===== src/rtl/wb_cmd_bridge.sv =====
`default_nettype none
// +--------------------------------------------------------------------------+
// | wb_cmd_bridge : strobed command queue issuing single Wishbone cycles     |
// | Revision 1.0                                                             |
// +--------------------------------------------------------------------------+
module wb_cmd_bridge #(
  parameter int TIMEOUT_CYCLES = 255
) (
  input  logic        clk,
  input  logic        rst,
  input  logic        cmd_stb,
  input  logic [7:0]  adr,
  input  logic [33:0] cmd_word,
  output logic        wb_cyc_o,
  output logic        wb_stb_o,
  output logic        wb_we_o,
  output logic [7:0]  wb_adr_o,
  output logic [31:0] wb_dat_o,
  output logic [3:0]  wb_sel_o,
  input  logic [31:0] wb_dat_i,
  input  logic        wb_ack_i,
  output logic [31:0] rd_data,
  output logic        rd_valid,
  output logic        busy,
  output logic        cmd_overflow,
  output logic        timeout_err
);

  localparam int c_tmo_w = (TIMEOUT_CYCLES > 1) ? $clog2(TIMEOUT_CYCLES) : 1;
  localparam logic [c_tmo_w-1:0] c_tmo_last = c_tmo_w'(TIMEOUT_CYCLES - 1);

  typedef enum logic [0:0] {
    ST_IDLE = 1'b0,
    ST_BUS  = 1'b1
  } state_t;

  state_t              r_state;
  logic                r_stb_q;
  logic                r_armed;
  logic [40:0]         r_mem [4];
  logic [1:0]          r_wr_ptr;
  logic [1:0]          r_rd_ptr;
  logic [2:0]          r_count;
  logic [c_tmo_w-1:0]  r_tmo_cnt;
  logic                r_cyc;
  logic                r_we;
  logic [7:0]          r_adr;
  logic [31:0]         r_dat;
  logic [31:0]         r_rd_data;
  logic                r_rd_valid;
  logic                r_ovf;
  logic                r_tmo_err;

  logic                w_accept;
  logic                w_full;
  logic                w_pop;
  logic                w_push;
  logic [40:0]         w_head;
  logic                w_unused_rsvd;

  assign w_unused_rsvd = cmd_word[33];

  // r_armed stays low after reset until the strobe is seen low, so a strobe
  // held through reset release is not taken as a new command.
  assign w_accept = cmd_stb & ~r_stb_q & r_armed;
  assign w_full   = (r_count == 3'd4);
  assign w_pop    = (r_state == ST_IDLE) && (r_count != 3'd0);
  assign w_push   = w_accept & (~w_full | w_pop);
  assign w_head   = r_mem[r_rd_ptr];

  always_ff @(posedge clk) begin
    if (w_push) begin
      r_mem[r_wr_ptr] <= {adr, cmd_word[32:0]};
    end
  end

  always_ff @(posedge clk) begin
    if (rst) begin
      r_state    <= ST_IDLE;
      r_stb_q    <= 1'b0;
      r_armed    <= ~cmd_stb;
      r_wr_ptr   <= 2'd0;
      r_rd_ptr   <= 2'd0;
      r_count    <= 3'd0;
      r_tmo_cnt  <= '0;
      r_cyc      <= 1'b0;
      r_we       <= 1'b0;
      r_adr      <= 8'd0;
      r_dat      <= 32'd0;
      r_rd_data  <= 32'd0;
      r_rd_valid <= 1'b0;
      r_ovf      <= 1'b0;
      r_tmo_err  <= 1'b0;
    end else begin
      r_stb_q    <= cmd_stb;
      if (!cmd_stb) begin
        r_armed <= 1'b1;
      end
      r_rd_valid <= 1'b0;
      r_tmo_err  <= 1'b0;
      r_ovf      <= w_accept & w_full & ~w_pop;

      if (w_push) begin
        r_wr_ptr <= r_wr_ptr + 2'd1;
      end
      if (w_pop) begin
        r_rd_ptr <= r_rd_ptr + 2'd1;
      end
      if (w_push && !w_pop) begin
        r_count <= r_count + 3'd1;
      end else if (w_pop && !w_push) begin
        r_count <= r_count - 3'd1;
      end

      case (r_state)
        ST_IDLE: begin
          if (w_pop) begin
            r_adr     <= w_head[40:33];
            r_we      <= w_head[32];
            r_dat     <= w_head[31:0];
            r_cyc     <= 1'b1;
            r_tmo_cnt <= '0;
            r_state   <= ST_BUS;
          end
        end
        ST_BUS: begin
          // Ack wins over a timeout landing on the same edge.
          if (wb_ack_i) begin
            r_cyc   <= 1'b0;
            r_state <= ST_IDLE;
            if (!r_we) begin
              r_rd_data  <= wb_dat_i;
              r_rd_valid <= 1'b1;
            end
          end else if (r_tmo_cnt == c_tmo_last) begin
            r_cyc     <= 1'b0;
            r_tmo_err <= 1'b1;
            r_state   <= ST_IDLE;
          end else begin
            r_tmo_cnt <= r_tmo_cnt + c_tmo_w'(1);
          end
        end
        default: begin
          r_cyc   <= 1'b0;
          r_state <= ST_IDLE;
        end
      endcase
    end
  end

  assign wb_cyc_o     = r_cyc;
  assign wb_stb_o     = r_cyc;
  assign wb_we_o      = r_we;
  assign wb_adr_o     = r_adr;
  assign wb_dat_o     = r_dat;
  assign wb_sel_o     = 4'hF;
  assign rd_data      = r_rd_data;
  assign rd_valid     = r_rd_valid;
  assign cmd_overflow = r_ovf;
  assign timeout_err  = r_tmo_err;
  assign busy         = (r_state == ST_BUS) || (r_count != 3'd0);

endmodule
`default_nettype wire


===== config.mk =====
export PLATFORM = sky130hd
export DESIGN_NAME = wb_cmd_bridge
export DESIGN_NICKNAME = d
export VERILOG_FILES = /design/src/rtl/wb_cmd_bridge.sv
export SDC_FILE = /design/constraint.sdc
export NUM_CORES = 1
export LEC_CHECK = 0
export ABC_AREA = 1
export BUFFER_PORTS_ARGS = -buffer_cell sky130_fd_sc_hd__buf_4
export CAP_MARGIN = 0
export CORE_ASPECT_RATIO = 0.75
export CORE_MARGIN = 2
export CORE_UTILIZATION = 60
export CTS_CLUSTER_SIZE = 25
export DETAILED_ROUTE_END_ITERATION = 16
export GPL_TIMING_DRIVEN = 0
export PLACE_DENSITY = 0.95
export SLEW_MARGIN = 10
export SYNTH_ARGS = -nofsm -noshare
export SYNTH_HDL_FRONTEND = slang
export SYNTH_SLANG_ARGS = --single-unit

===== constraint.sdc =====
create_clock -name clk -period 7.17 [get_ports clk]
set_input_delay 0.3585 -clock clk [delete_from_list [all_inputs] [get_ports clk]]
set_output_delay 0.3585 -clock clk [all_outputs]
set_load 0.05 [all_outputs]

# Word level (Yosys, flattened, before mapping)
# Memory sizes are Yosys's and may differ from the RTL's. A register that Yosys moved wholly into a read port is not among the register bits.
# Cells that the tools add are included.
[classes]
mul = 0
div = 0
eq_ne = 7
n_reduce_logical = 14
n_mux = 20
shifts = 0
bitwise_logic = 13
n_addsub = 5
magnitude_cmp = 0
[op_table]
columns = ["cell", "n"]
rows = [
  ["8-bit 2-to-1 mux", 3],
  ["8-bit case mux with 2 select lines", 1],
  ["1-bit 2-to-1 mux", 12],
  ["8-bit by 1-bit adder with 8-bit output (second input constant)", 1],
  ["8-bit equality test (second input constant)", 1],
  ["2-bit inequality test (second input constant)", 4],
  ["1-bit NOT", 7],
  ["3-bit 2-to-1 mux", 2],
  ["3-bit AND reduction", 2],
  ["3-bit OR reduction", 2],
  ["1-bit bitwise AND", 5],
  ["2-bit by 1-bit adder with 2-bit output (second input constant)", 2],
  ["1-bit case mux with 2 select lines", 2],
  ["2-bit AND reduction", 2],
  ["3-bit by 1-bit adder with 3-bit output (second input constant)", 1],
  ["3-bit equality test (second input constant)", 1],
  ["1-bit logical AND", 3],
  ["3-bit by 2-bit inequality test with 1-bit output (second input constant)", 1],
  ["3-bit nonzero test", 1],
  ["3-bit by 1-bit subtractor with 3-bit output (second input constant)", 1],
  ["1-bit zero test", 2],
  ["2-bit nonzero test", 1],
  ["1-bit logical OR", 1],
  ["1-bit OR", 1],
]
[totals]
reg_bits = 54
mem_bits_ro = 0
memories = 1
ram_bits = 164
inputBits = 78
out_inout_bits = 83
latch_bits = 0
wordCells = 72
[mem_list]
columns = ["memory", "depth", "word_bits", "rd", "rd_ports_with_merged_regs", "wr", "line", "rtl"]
rows = [
  ["r_mem", 4, 41, 1, 1, 1, "40", "logic [40:0] r_mem [4];"],
]

# Longest topological paths before layout
[logic_depth]
word_depth = 8
mapped_depth = 12

# Least setup slack after synthesis
# Ideal clock, no wire load.
[synth_timing]
path_kind = "flip-flop to flip-flop"
start = "reg r_count[0]"
end = "mem r_mem[0][0], enable pin"
setup_slack_ns = 4.291
arrival_time_ns = 2.440
setup_ns = 0.440
n_path_buf = 0
t_required_ns = 6.730
path_stages_with_launch = 5
synth_period_minus_slack_ns = 2.879
path_cell_list = "dfxtp_1 > nor2_1 > nand3_1 > nand2_1 > nor2_1"
[synth_between]
elab_chain_cells = 6
word_cells_on_any_way = 8
cone_classes = "eq/ne (1); mux (2); bitwise (3); reduce/logical (2)"
[synth_rtl]
columns = ["item", "line", "rtl"]
rows = [
  ["from (decl)", "43", "logic [2:0] r_count;"],
  ["from (signal assigned)", "110", "r_count <= r_count + 3'd1;"],
  ["from (signal assigned)", "112", "r_count <= r_count - 3'd1;"],
  ["3-bit equality test or 3-bit nonzero test (tied branches)", "66, 67", ""],
  ["1-bit NOT or 1-bit logical AND (tied branches)", "68, 67", ""],
  ["1-bit OR *", "68", "assign w_push = w_accept & (~w_full | w_pop);"],
  ["1-bit bitwise AND *", "68", ""],
  ["1-bit 2-to-1 mux *", "72", "if (w_push) begin"],
  ["1-bit 2-to-1 mux (not written as such) *", "73", "r_mem[r_wr_ptr] <= {adr, cmd_word[32:0]};"],
  ["to (decl)", "40", ""],
]
# Every way passes the cells marked *; elsewhere a longest branch is shown, timed or not.

# Worst setup path after layout
[layout_timing]
start = "reg r_state"
end = "reg r_count[2]"
[layout_between]
elab_chain_cells = 7
word_cells_on_any_way = 10
cone_classes = "mux (1); bitwise (3); reduce/logical (6)"
[layout_rtl]
columns = ["item", "line", "rtl"]
rows = [
  ["from (decl)", "37", "state_t r_state;"],
  ["from (signal assigned)", "79", "r_state <= ST_IDLE;"],
  ["from (signal assigned)", "123", "r_state <= ST_BUS;"],
  ["from (signal assigned)", "130", "r_state <= ST_IDLE;"],
  ["1-bit NOT (no line) *", "--", ""],
  ["1-bit logical AND *", "67", "assign w_pop = (r_state == ST_IDLE) && (r_count != 3'd0);"],
  ["1-bit OR", "68", ""],
  ["1-bit bitwise AND", "68", ""],
  ["1-bit zero test", "111", "end else if (w_pop && !w_push) begin"],
  ["1-bit logical AND", "111", ""],
  ["2-bit nonzero test (no line)", "--", ""],
]
# Marked as above.
# A chain may end at the register's enable or synchronous reset.

==> impl_metrics.ini <==
[worst_setup_path]
cp.required_ns = 7.60
arrival_ns = 2.85
crit_slowest_cell = dfxtp_1
cp_common_cell = nor2_1
critPathCaptureType = flop
path_class = reg2reg
crit_chain = inv_2, nand2_4, buf_2, ha_1, inv_1, fa_1, nor2_1, nor2_1, nand2_1, o21ai_0, a21oi_1
path_buf_inv = 3
slowest_delay_ns = 0.55
path_max_fanout = 10
cp-start-kind = flop
path_delay_family = adder cells

[timing]
fmax_ghz = 0.414
timing.final.max_slew_violations = 0
fin_tns_setup_ns = 0
fin_crit_sh_pct = 33.7
rsz0062_at_grt = false
worstMarginPinSlew_ns = 0.877
fin_worst_skew_ns = 0.00926
max_slew_margin_pct = 41.4
setup-violations-final = 0
finalCriticalPeriod_ns = 2.41
finalHoldViolCount = 0
hold-worst-slack_ns = 0.0503

[synth]
syn_area_sq_mm = 0.00979
synth_fa_ha_area_share_pct = 1.10
synth_xor_area_share_pct = 0.0895
ys.warnings.count = 0
synth-compound-area-share_pct = 11.5
netlist-cell-type-count = 27
synth_top_family_by_area = simple AND/OR/NAND/NOR gates
ys_seq_area_share_pct = 69.9
muxShareOfSynthArea_pct = 0
synthSimpleGateAreaFrac_pct = 12.8
synthesis.instances = 883
synth_area_per_cell_sq_um = 11.1
ys_ff_latch = 259

[cells_and_area]
fin_nets = 1159
multi_input_area_sq_mm = 0.00254
seq_area_sq_mm = 0.00684
drive_gt1_share_pct = 22.0
post-route-util_pct = 75.9
diodes = 0
n_fill_cell = 970
area_growth_pct = 23.8

[worst_hold_path]
hold_class = in2reg

[routing]
wl_per_cell_um = 18.3
drt_first_pass_iters = 5
via_count = 7340
vias_per_cell = 5.64
ant_nets = 0
wl_um = 23800
route.detailed.drc = 0
drtIter0Drc = 899

[grt]
grt_max_degree = 29
antenna_found_initial = 0
grtUsageTotal_pct = 27.6
grt_pass1_wl_um = 36700
grt_pass1_vias = 7306
overflow = 0

[outcome]
status = finished clean

[clocking]
cts_tree = built
post_cts_buffers = 0
ctsLongestPathBuffers = 3
insertion_delay_ns = 0.50
clk_pin_slew_worst_paths_ns = 0.06
htreeDepth = 1
cts_root_buffer = clkbuf_16
numCtsBuffers = 25
cts_sinks = 259
cts_hold_buf = 0
postCtsResizedCells = 0

[die]
ioPinCount = 161
chipWidth_um = 151
rows = 40
die_area_sq_mm = 0.0174
core_area_sq_mm = 0.0160
initial_utilization_pct = 61.3
dieHeight_um = 115

[placed_design]
gp_congestion = 0.860
detailed_place_hpwl_um = 15400
portBuffers = 155

[pwr]
ir_drop_mv = 0.233
power_density_mw_per_mm2 = 408
leakagePower_uw = 0.00474
p_int_uw = 3030
switching_power_uw = 1910
pwr-share-comb_pct = 37.5
power_frac_clock_pct = 24.3
switching_share_pct = 38.7
total_power_uw = 4940
pwr-share-seq_pct = 38.2

[run]
maxCapViolCount = 0
## power by group through the flow
stage	combinational (uW)	clock (uW)	sequential, uW
finish	1850	1200	1890
global route	1990	1270	1900
floorplan	827	0	2330
global placement	1750	0	1900
detailed placement	1820	0	1910
CTS	1840	1200	1880
## cells by family after synthesis
kind of cell               after synthesis
and+or+nand+nor                        317
xor gates and xnor gates                 1
AOI/OAI and AO/OA                      215
adders and majority gates                8
DFF                                    259
other                                    1
buffers and inverters                   82
## final timing paths
kind | startpoint | end | slack, ns | cells past startpoint
max | r_state$_SDFF_PP0_ | r_count[2]$_SDFFE_PP0P_ | 4.76 | 11
min reg2reg | r_stb_q$_SDFF_PP0_ | cmd_overflow$_SDFF_PP0_ | 0.42 | 1
max reg2reg | r_state$_SDFF_PP0_ | r_count[2]$_SDFFE_PP0P_ | 4.76 | 11
min | wb_ack_i | timeout_err$_SDFF_PP0_ | 0.05 | 2
## synth_stat cells, drive strengths merged
master  count  area [sq um]
o21ai     162           811
conb        1          3.75
nand2      40           173
xor2        1          8.76
nand3      13          65.1
fa          1          20.0
nor2      259           982
o22ai      41           257
buf        35           269
nand3b      1          7.51
nor4        2          12.5
a21oi      12          60.1
ha          7          87.6
clkbuf     21          78.8
edfxtp    165          4950
nand4       1          6.26
inv        26           100
dfxtp      94          1880
nor3b       1          7.51
## per-stage QoR
stage / instances / setup slack [ns] / cell area (sq um)
2_1_floorplan: 886 / 4.29 / 9800
6_report: 1301 / 4.76 / 12100
4_1_cts: 1301 / 4.82 / 12100
3_5_place_dp: 1256 / 4.86 / 11400
3_3_place_gp: 1251 / 2.96 / 11200
5_1_grt: 1301 / 4.59 / 12100
## layout make-up
type	instances	area share, %
Clock inverter	3	0.165
Inverter	26	0.826
Clock buffer	42	5.95
Multi-Input combinational cell	545	21.0
Sequential cell	259	56.4
Tap cell	210	2.17
Timing Repair Buffer	160	10.6
Buffer	56	2.87
## state kept, by name, summed over array words and instances, names as in the netlist
signal and count:
rd_data 32, r_wr_ptr 2, rd_valid 1, wb_we_o 1, wb_adr_o 8, r_stb_q 1, r_mem 164, r_tmo_cnt 8
r_state 1, cmd_overflow 1, wb_dat_o 32, r_rd_ptr 2, r_armed 1, wb_cyc_o 1, r_count 3, timeout_err 1
## placed cells by master (no fill, tap or decap), drive strengths merged
| master | instances |
|---|---|
| o21ai | 162 |
| nor2 | 259 |
| nand4 | 1 |
| ha | 7 |
| nand3b | 1 |
| conb | 4 |
| clkbuf | 63 |
| fa | 1 |
| a21oi | 12 |
| nor3b | 1 |
| nor4 | 2 |
| edfxtp | 165 |
| nand2 | 40 |
| o22ai | 41 |
| inv | 28 |
| nand3 | 13 |
| dfxtp | 94 |
| clkinv | 1 |
| xor2 | 1 |
| buf | 195 |
## metal layers
layer | GRT usage, % | share of wire, %
met3 | 5.58 | 9.9
met2 | 45.5 | 49
met4 | 9.78 | 2.8
met1 | 36.8 | 38
met5 | 0 | 0
## worst register-to-register path, cell delays in order, from the launching register on
cell and delay, ns:
dfxtp_1 0.55, inv_2 0.20, nand2_4 0.21, buf_2 0.30, ha_1 0.19, inv_1 0.07
fa_1 0.39, nor2_1 0.11, nor2_1 0.04, nand2_1 0.08, o21ai_0 0.09, a21oi_1 0.13
Note: power is estimated with default switching activity, not from simulation.
